## config.mk

```make
export PLATFORM = sky130hd
export DESIGN_NAME = jtkicker_ioctl_tx
export DESIGN_NICKNAME = d
export VERILOG_FILES = /design/src/rtl/jtkicker_ioctl_tx.sv
export SDC_FILE = /design/constraint.sdc
export NUM_CORES = 1
export LEC_CHECK = 0
export ABC_AREA = 1
export CORE_UTILIZATION = 24
export DETAILED_ROUTE_END_ITERATION = 10
export HOLD_SLACK_MARGIN = 0.05
export PLACE_DENSITY_LB_ADDON = 0.25
export SKIP_CTS_REPAIR_TIMING = 1
export SLEW_MARGIN = 20
export SYNTH_ARGS = -nofsm -noshare
export SYNTH_HDL_FRONTEND = slang
export SYNTH_SLANG_ARGS = --single-unit
```

## constraint.sdc

```tcl
create_clock -name clk -period 1.8 [get_ports clk]
set_input_delay 0.27 -clock clk [delete_from_list [all_inputs] [get_ports clk]]
set_output_delay 0.27 -clock clk [all_outputs]
set_load 0.1 [all_outputs]
```

## src/rtl/jtkicker_ioctl_tx.sv

```systemverilog
// Purpose: ioctl download/upload transmitter for the Kicker game cores. It paces host bytes into ioctl writes and walks addresses to dump NVRAM back to the host.
// Latency: a byte accepted at edge N produces ioctl_wr in cycle N+1, with writes at least GAP cycles apart. An upload byte takes RDLAT+2 cycles when host_ordy is held high.
// Backpressure: host_rdy is raised only while waiting for a download byte. host_ov holds until host_ordy. Optional JTKICKER_IOCTL_CKSUM_EN adds the cksum output.
module jtkicker_ioctl_tx #(
  parameter int AW    = 22,
  parameter int GAP   = 8,
  parameter int RDLAT = 2
) (
  input  logic          clk,
  input  logic          rst_n,
  input  logic          cmd_start,
  input  logic          cmd_up,
  input  logic          cmd_ram,
  input  logic [AW-1:0] cmd_len,
  input  logic [7:0]    host_din,
  input  logic          host_dv,
  output logic          host_rdy,
  output logic [7:0]    host_dout,
  output logic          host_ov,
  input  logic          host_ordy,
  output logic          busy,
  output logic          done,
`ifdef JTKICKER_IOCTL_CKSUM_EN
  output logic [7:0]    cksum,
`endif
  output logic [AW-1:0] ioctl_addr,
  output logic [7:0]    ioctl_dout,
  output logic          ioctl_wr,
  output logic          ioctl_rom,
  output logic          ioctl_ram,
  input  logic [7:0]    ioctl_din
);

  // One timer serves both the write gap and the read latency.
  localparam int TMAX = (GAP > RDLAT) ? GAP : RDLAT;
  localparam int TW   = $clog2(TMAX + 1);

  typedef enum logic [2:0] {
    IDLE, DL_WAIT, DL_WR, DL_GAP, UL_ADDR, UL_WAIT, UL_OUT, FIN
  } state_t;

  state_t        state_q, state_d;
  logic [AW-1:0] addr_q, addr_d;
  logic [AW-1:0] len_q, len_d;
  logic [AW-1:0] cnt_q, cnt_d;
  logic [TW-1:0] tmr_q, tmr_d;
  logic [7:0]    dout_q, dout_d;
  logic [7:0]    hdout_q, hdout_d;
  logic          wr_q, wr_d;
  logic          rom_q, rom_d;
  logic          ram_q, ram_d;
  logic          busy_q, busy_d;
  logic          done_q, done_d;
  logic          rdy_q, rdy_d;
  logic          ov_q, ov_d;
  logic [7:0]    cks_q, cks_d;
  logic          last_beat;

  // The byte now finishing is the last of the command.
  assign last_beat = ((cnt_q + AW'(1)) == len_q);

  // Next-state and next-output logic for the transfer sequencer.
  always_comb begin
    state_d = state_q;
    addr_d  = addr_q;
    len_d   = len_q;
    cnt_d   = cnt_q;
    tmr_d   = tmr_q;
    dout_d  = dout_q;
    hdout_d = hdout_q;
    rom_d   = rom_q;
    ram_d   = ram_q;
    busy_d  = busy_q;
    ov_d    = ov_q;
    cks_d   = cks_q;
    wr_d    = 1'b0;
    done_d  = 1'b0;
    case (state_q)
      IDLE: begin
        if (cmd_start) begin
          len_d  = cmd_len;
          addr_d = '0;
          cnt_d  = '0;
          cks_d  = 8'h00;
          busy_d = 1'b1;
          rom_d  = ~cmd_ram;
          ram_d  = cmd_ram;
          if (cmd_len == '0) begin
            state_d = FIN;
            done_d  = 1'b1;
          end else begin
            state_d = cmd_up ? UL_ADDR : DL_WAIT;
          end
        end
      end
      DL_WAIT: begin
        if (host_dv && rdy_q) begin
          dout_d  = host_din;
          wr_d    = 1'b1;
          tmr_d   = TW'(GAP - 1);
          cks_d   = cks_q + host_din;
          state_d = DL_WR;
        end
      end
      // The write cycle counts as the first cycle of the gap window, so writes land exactly GAP apart when the host never stalls.
      DL_WR, DL_GAP: begin
        if (tmr_q <= TW'(1)) begin
          addr_d = addr_q + AW'(1);
          cnt_d  = cnt_q + AW'(1);
          if (last_beat) begin
            state_d = FIN;
            done_d  = 1'b1;
          end else begin
            state_d = DL_WAIT;
          end
        end else begin
          tmr_d   = tmr_q - TW'(1);
          state_d = DL_GAP;
        end
      end
      UL_ADDR: begin
        tmr_d   = TW'(RDLAT);
        state_d = UL_WAIT;
      end
      UL_WAIT: begin
        if (tmr_q <= TW'(1)) begin
          hdout_d = ioctl_din;
          ov_d    = 1'b1;
          cks_d   = cks_q + ioctl_din;
          state_d = UL_OUT;
        end else begin
          tmr_d = tmr_q - TW'(1);
        end
      end
      UL_OUT: begin
        if (host_ordy) begin
          ov_d   = 1'b0;
          addr_d = addr_q + AW'(1);
          cnt_d  = cnt_q + AW'(1);
          if (last_beat) begin
            state_d = FIN;
            done_d  = 1'b1;
          end else begin
            state_d = UL_ADDR;
          end
        end
      end
      FIN: begin
        busy_d  = 1'b0;
        rom_d   = 1'b0;
        ram_d   = 1'b0;
        state_d = IDLE;
      end
      default: state_d = IDLE;
    endcase
    rdy_d = (state_d == DL_WAIT);
  end

  // State and registered outputs. Reset clears everything at once, which also aborts a transfer in flight.
  always_ff @(posedge clk or negedge rst_n) begin
    if (!rst_n) begin
      state_q <= IDLE;
      addr_q  <= '0;
      len_q   <= '0;
      cnt_q   <= '0;
      tmr_q   <= '0;
      dout_q  <= 8'h00;
      hdout_q <= 8'h00;
      wr_q    <= 1'b0;
      rom_q   <= 1'b0;
      ram_q   <= 1'b0;
      busy_q  <= 1'b0;
      done_q  <= 1'b0;
      rdy_q   <= 1'b0;
      ov_q    <= 1'b0;
      cks_q   <= 8'h00;
    end else begin
      state_q <= state_d;
      addr_q  <= addr_d;
      len_q   <= len_d;
      cnt_q   <= cnt_d;
      tmr_q   <= tmr_d;
      dout_q  <= dout_d;
      hdout_q <= hdout_d;
      wr_q    <= wr_d;
      rom_q   <= rom_d;
      ram_q   <= ram_d;
      busy_q  <= busy_d;
      done_q  <= done_d;
      rdy_q   <= rdy_d;
      ov_q    <= ov_d;
      cks_q   <= cks_d;
    end
  end

  assign host_rdy   = rdy_q;
  assign host_dout  = hdout_q;
  assign host_ov    = ov_q;
  assign busy       = busy_q;
  assign done       = done_q;
  assign ioctl_addr = addr_q;
  assign ioctl_dout = dout_q;
  assign ioctl_wr   = wr_q;
  assign ioctl_rom  = rom_q;
  assign ioctl_ram  = ram_q;

`ifdef JTKICKER_IOCTL_CKSUM_EN
  assign cksum = cks_q;
`else
  // The running sum has no consumer in this build.
  logic cks_unused;
  assign cks_unused = ^cks_q;
`endif

endmodule

```

Yosys cells after proc, flatten, opt, wreduce, memory -nomap -nowiden
Cells that the tools add are included.
{ "classes": {"addsub": 3, "n_mul": 0, "div_mod_pow": 0, "magnitude_cmp": 1, "eq_ne": 15, "shift": 0, "muxes": 37, "bitwise_logic": 1, "reduce_logical": 16} }
{ "op_table": {"columns": ["operator", "count"], "rows": [
  ["22-bit one-hot mux with 3 select lines", 2],
  ["22-bit 2-to-1 mux", 5],
  ["22-bit by 1-bit adder with 22-bit output, second input constant", 2],
  ["3-bit 2-to-1 mux", 8],
  ["22-bit equality test", 1],
  ["22-bit logical NOT", 1],
  ["3-bit one-hot mux with 7 select lines", 1],
  ["3-bit equality test, second input constant", 4],
  ["1-bit 2-to-1 mux", 12],
  ["2-bit inequality test, second input constant", 6],
  ["4-bit one-hot mux with 3 select lines", 1],
  ["4-bit 2-to-1 mux", 2],
  ["1-bit one-hot mux with 2 select lines", 4],
  ["2-bit AND reduction", 4],
  ["3-bit by 1-bit equality test with 1-bit output, second input constant", 2],
  ["3-bit by 2-bit equality test with 1-bit output, second input constant", 2],
  ["3-bit AND reduction", 2],
  ["3-bit nonzero test", 2],
  ["4-bit by 1-bit <= comparator with 1-bit output, second input constant", 1],
  ["4-bit AND reduction", 1],
  ["2-bit nonzero test", 2],
  ["4-bit by 1-bit subtractor with 4-bit output, second input constant", 1],
  ["3-bit logical NOT", 1],
  ["1-bit one-hot mux with 3 select lines", 1],
  ["5 further kinds", 5]
]} }
{ "totals": {"reg_bits": 96, "latchBits": 0, "mem_bits_rw": 0, "rom_bits": 0, "input_bits": 45, "output_inout_bits": 45, "elab_cells": 87, "memories": 0} }

Depth between registers and ports, before layout
Gate-level depths: netlist of the first run.
{ "logic_depth": {"ltp_word": 6, "depth_mapped": 19, "ltp_nobuf": 19} }

Worst setup path after synthesis of the first run
Ideal clock, no wire load.
{ "synth_path": {"path_kind": "register to register", "from": "reg addr_q[0], in the netlist ioctl_addr[0]", "to": "reg addr_q[20], in the netlist ioctl_addr[20]", "setup_ns": 0.084, "t_arrival_ns": 2.342, "t_required_ns": 1.716, "setup_slack_ns": -0.625, "path_stages_with_launch": 12, "path_buffers": 0, "synth_period_minus_slack_ns": 2.425, "cell_sequence": "dfrtp_1 -> ha_1 -> nand3_1 -> nor2_1 -> nand2_1 -> nor2_1 -> nand2_1 -> nor3_2 -> nand2_1 -> nor2_1 -> o21ai_1 -> a21oi_1"} }
{ "synth_between": {"elab_chain_len": 3, "elab_cells_between_ends": 4, "cone_classes": "add/sub: 1; mux: 3"} }
{ "synth_rtl": {"columns": ["item", "line_no", "rtl"], "rows": [
  ["from (decl)", "43", "logic [AW-1:0] addr_q, addr_d;"],
  ["from (signal assigned)", "179", "addr_q <= addr_d;"],
  ["22-bit by 1-bit adder with 22-bit output *", "108, 138", null],
  ["22-bit 2-to-1 mux, on equally long branches", "136, 107", null],
  ["22-bit one-hot mux with 3 select lines *", "78", "case (state_q)"]
]} }
Every way passes the cells marked *; elsewhere a longest branch is shown, timed or not. The select of a mux whose other input is x is not followed.
A chain may end at the register's enable or synchronous reset.

Final worst setup path of the first run
{ "layout_path": {"from": "reg cnt_q[0]", "to": "reg rdy_q, in the netlist host_rdy"} }
{ "layout_between": {"elab_chain_len": 6, "elab_cells_between_ends": 8, "cone_classes": "add/sub: 1; eq/ne: 2; mux: 5"} }
{ "layout_rtl": {"columns": ["item", "line_no", "rtl"], "rows": [
  ["from (decl)", "45", "logic [AW-1:0] cnt_q, cnt_d;"],
  ["from (signal assigned)", "181", "cnt_q <= cnt_d;"],
  ["22-bit by 1-bit adder with 22-bit output", "60", "assign last_beat = ((cnt_q + AW'(1)) == len_q);"],
  ["22-bit equality test", "60", null],
  ["2-bit 2-to-1 mux", "140", "if (last_beat) begin"],
  ["3-bit 2-to-1 mux", "136", "if (host_ordy) begin"],
  ["3-bit one-hot mux with 7 select lines", "78", null],
  ["net state_d[0]", "42", "state_t state_q, state_d;"],
  ["3-bit by 1-bit equality test with 1-bit output", "156", "rdy_d = (state_d == DL_WAIT);"],
  ["net rdy_d", "54", "logic rdy_q, rdy_d;"],
  ["to (signal assigned)", "190", "rdy_q <= rdy_d;"],
  ["to (decl)", "54", null]
]} }
The timed path passes the listed nets, and every way through them passes these cells.

==> impl_metrics.py, run 1 <==
metrics = {
    "clocking": {
        "h-tree-depth": 3,
        "insertion_delay_ps": 360,
        "cts_tree": "yes",
        "cts_buffer_depth": 2,
        "root_buffer": "clkbuf_16",
        "cts_buffers": 9,
        "clk_pin_slew_ps": 70,
        "clock-sinks": 96,
    },
    "synthesis": {
        "synth_compound_area_share_pct": 9.830,
        "synth_seq_area_share_pct": 44.72,
        "synth.avg_cell_area_um2": 7.220,
        "synthTopCellsByArea": "dfrtp_1 45%, nand2_1 16%, inv_1 7.2%",
        "muxShareOfSynthArea_pct": 0,
        "synth_flop_cell": "dfrtp_1",
        "synth_top_family_by_area": "simple AND/OR/NAND/NOR gates",
        "synth_area_leader_cell": "dfrtp_1",
        "synth_edf_count": 0,
        "ys_ff_latch": 96,
        "syn_area_um2": 5371,
        "synth_simple_gate_area_share_pct": 35.08,
        "synthMostInstantiatedCell": "nand2_1",
        "synth_adder_area_share_pct": 0.9317,
        "syn-instance-count": 744,
        "synthTopCellsByCount": "232 x nand2_1, 103 x inv_1, 96 x dfrtp_1",
        "yosysWarnings": 0,
        "synth-xor-area-share_pct": 0.9085,
        "syn_nets": 793,
        "synth_top_area_share_pct": 44.72,
        "async_flop_share_pct": 100.0,
        "ys_types": 35,
    },
    "layout": {
        "area_growth_pct": 61.03,
        "drive_gt1_share_pct": 33.02,
        "fillers": 2258,
        "layout.nets": 1016,
        "insertedDiodeCount": 0,
        "final_cells": 1252,
    },
    "timing": {
        "max_slew_margin_pct": 71.81,
        "max_freq_mhz": 430.8,
        "hold_viol_final": 0,
        "setup_viol": 20,
        "period_needed_ps": 2321,
        "rsz0062_at_grt": "yes",
        "fin_hold_ws_ps": 391.9,
        "worst_pin_slew_ps": 419.6,
        "setup_ws_ps": -521.2,
        "drv_slew": 0,
        "finalCritPeriodShare_pct": 129.0,
        "skew_ps": 6.508,
    },
    "worst_setup_path": {
        "cp-start-kind": "flop",
        "end_kind": "flop",
        "r2r_setup_slack_ps": -520,
        "crit_arrival_ps": 2610,
        "crit_required_ps": 2090,
        "ff2ff_path_depth": 19,
        "crit_fanout": 6,
        "reg2reg_from": "cnt_q[0]",
        "crit_type": "flop to flop",
        "timing.rr.end": "host_rdy",
    },
    "routing": {
        "maxUsedRoutingLayer": "met4",
        "wl_per_cell_um": 13.05,
        "viasPerCell": 4.368,
        "wirelength_um": 16340,
        "drt-pass1-iter-count": 4,
        "vias": 5469,
        "wl_met1_um": 7487,
        "ant_nets": 0,
        "routed-wl-met3_um": 547,
        "drc": 0,
        "met2_length_um": 8042,
        "dr.first_iter.drc_count": 194,
    },
    "global_route": {
        "grt_max_degree": 37,
        "overflow": 0,
        "grt_use_total_pct": 14.50,
        "grt_pass1_vias": 5127,
        "antenna_found_initial": 0,
        "grt_pass1_wl_um": 25720,
    },
    "power_and_ir_drop": {
        "irDropWorstVdd_mv": 0.9919,
        "p_per_area_nw_per_um2": 1461,
        "leakagePower_nw": 4.276,
    },
    "floorplanning": {
        "die_area_um2": 22980,
        "ios": 90,
        "die-height_um": 151.6,
        "std_cell_rows": 54,
        "dieWidth_um": 151.6,
        "start_util_pct": 24.54,
        "core_area_um2": 21890,
    },
    "placed_design": {
        "dp_hpwl_um": 12020,
        "port_buffers": 89,
        "dp.cells": 1212,
        "routabilityCongestion": 0.8310,
    },
    "worst_hold_path": {
        "hp-class": "primary input to async pin",
    },
    "job": {
        "drv_cap": 0,
    },
    "status": {
        "violations": "setup timing",
        "outcome": "finished, violations left",
    },
}
cell type report:
cell class              instances  area (um^2)  share of cell area (%)
clock inverters                 7        120.1                   1.389
repair buffers                225         2207                   25.52
flip-flops and latches         96         2440                   28.21
clock buffers                   9        225.2                   2.604
multi-input cells             526         2893                   33.44
inverters                     109        414.1                   4.788
well taps                     280        350.3                   4.050
metrics by stage:
| step | util, % | TNS, ps | worst slack [ps] | total power, mW | instance area [um^2] |
|---|---|---|---|---|---|
| after global routing | 39.51 | -7949 | -654.5 | 13.38 | 8650 |
| after CTS | 36.95 | -4475 | -427.3 | 12.06 | 8089 |
| after global placement | 35.37 | -5164 | -386.6 | 9.734 | 7744 |
| after detailed placement | 35.37 | -5378 | -424.5 | 9.745 | 7744 |
| after floorplan | - | -1376 | -279.2 | 7.444 | 5473 |
| final | 39.51 | -4629 | -521.2 | 12.63 | 8650 |
worst max-delay path: stages, from the launching register on:
cell     delay [ps]
dfrtp_1         360
buf_6           110
ha_4            150
nand2_4          60
nor2_4          200
buf_6           130
nand3_2          90
nor2_2          150
nand2_1         100
nand3_2          90
nand2_2          60
nor2_1          100
nand2_1         100
nor2_4          170
nand3_2          70
nand2_1          70
nand2_1          60
nand2_2          80
inv_2            40
nor2_2           70
power breakdown:
group | internal (mW) | switching [mW] | total [mW]
combinational | 2.49 | 4.42 | 6.91
sequential | 2.84 | 0.603 | 3.44
clock | 1.36 | 0.918 | 2.28
cells by family after synthesis:
logic type,Yosys count
AOI/OAI and AO/OA,96
xor gates and xnor gates,4
adders and majority gates,4
buffers and inverters,122
DFF,96
and+or+nand+nor,422
per-layer routing:
metal  up-vias  track usage, %
met1      2550           19.01
met2        84           23.79
met5         -               0
met3        15           2.515
li1       2820               -
met4         0           5.396
flip-flops by register name, indices dropped and copies added (netlist names):
signal	flops
cnt_q	22
ioctl_addr	22
len_q	22
host_dout	8
ioctl_dout	8
tmr_q	4
state_q	3
busy	1
done	1
host_ov	1
host_rdy	1
ioctl_ram	1
ioctl_rom	1
ioctl_wr	1
layout by cell type, fill, tap and decap left out, types with 16 or more instances in the layout:
cell type / instances
nand2_1: 218
nor2_1: 51
o21ai_0: 41
dfrtp_1: 80
buf_4: 140
buf_12: 29
clkdlybuf4s50_1: 43
nand3_1: 55
nor2_2: 16
inv_1: 95
how the worst max path moves through the flow:
stage | start | to | slack [ps] | cells past startpoint
floorplan | tmr_q[0] | ioctl_addr[20] | -280 | 14
global placement | cnt_q[4] | host_rdy | -390 | 16
detailed placement | host_ordy | ioctl_addr[17] | -420 | 13
CTS | cnt_q[4] | host_rdy | -430 | 15
global route | cnt_q[0] | host_rdy | -650 | 19
finish | cnt_q[0] | host_rdy | -520 | 19
No activity file was read; power rests on OpenSTA's default activity.
==> run 2: changes to the inputs <==
--- a/config.mk
+++ b/config.mk
@@ -8,6 +8,7 @@
 export ABC_AREA = 1
 export CORE_UTILIZATION = 24
 export DETAILED_ROUTE_END_ITERATION = 10
+export GPL_ROUTABILITY_DRIVEN = 1
 export HOLD_SLACK_MARGIN = 0.05
 export PLACE_DENSITY_LB_ADDON = 0.25
 export SKIP_CTS_REPAIR_TIMING = 1
==> results of run 2 <==
Same layout as run 1: the final DEF is identical, and so are final timing and power.
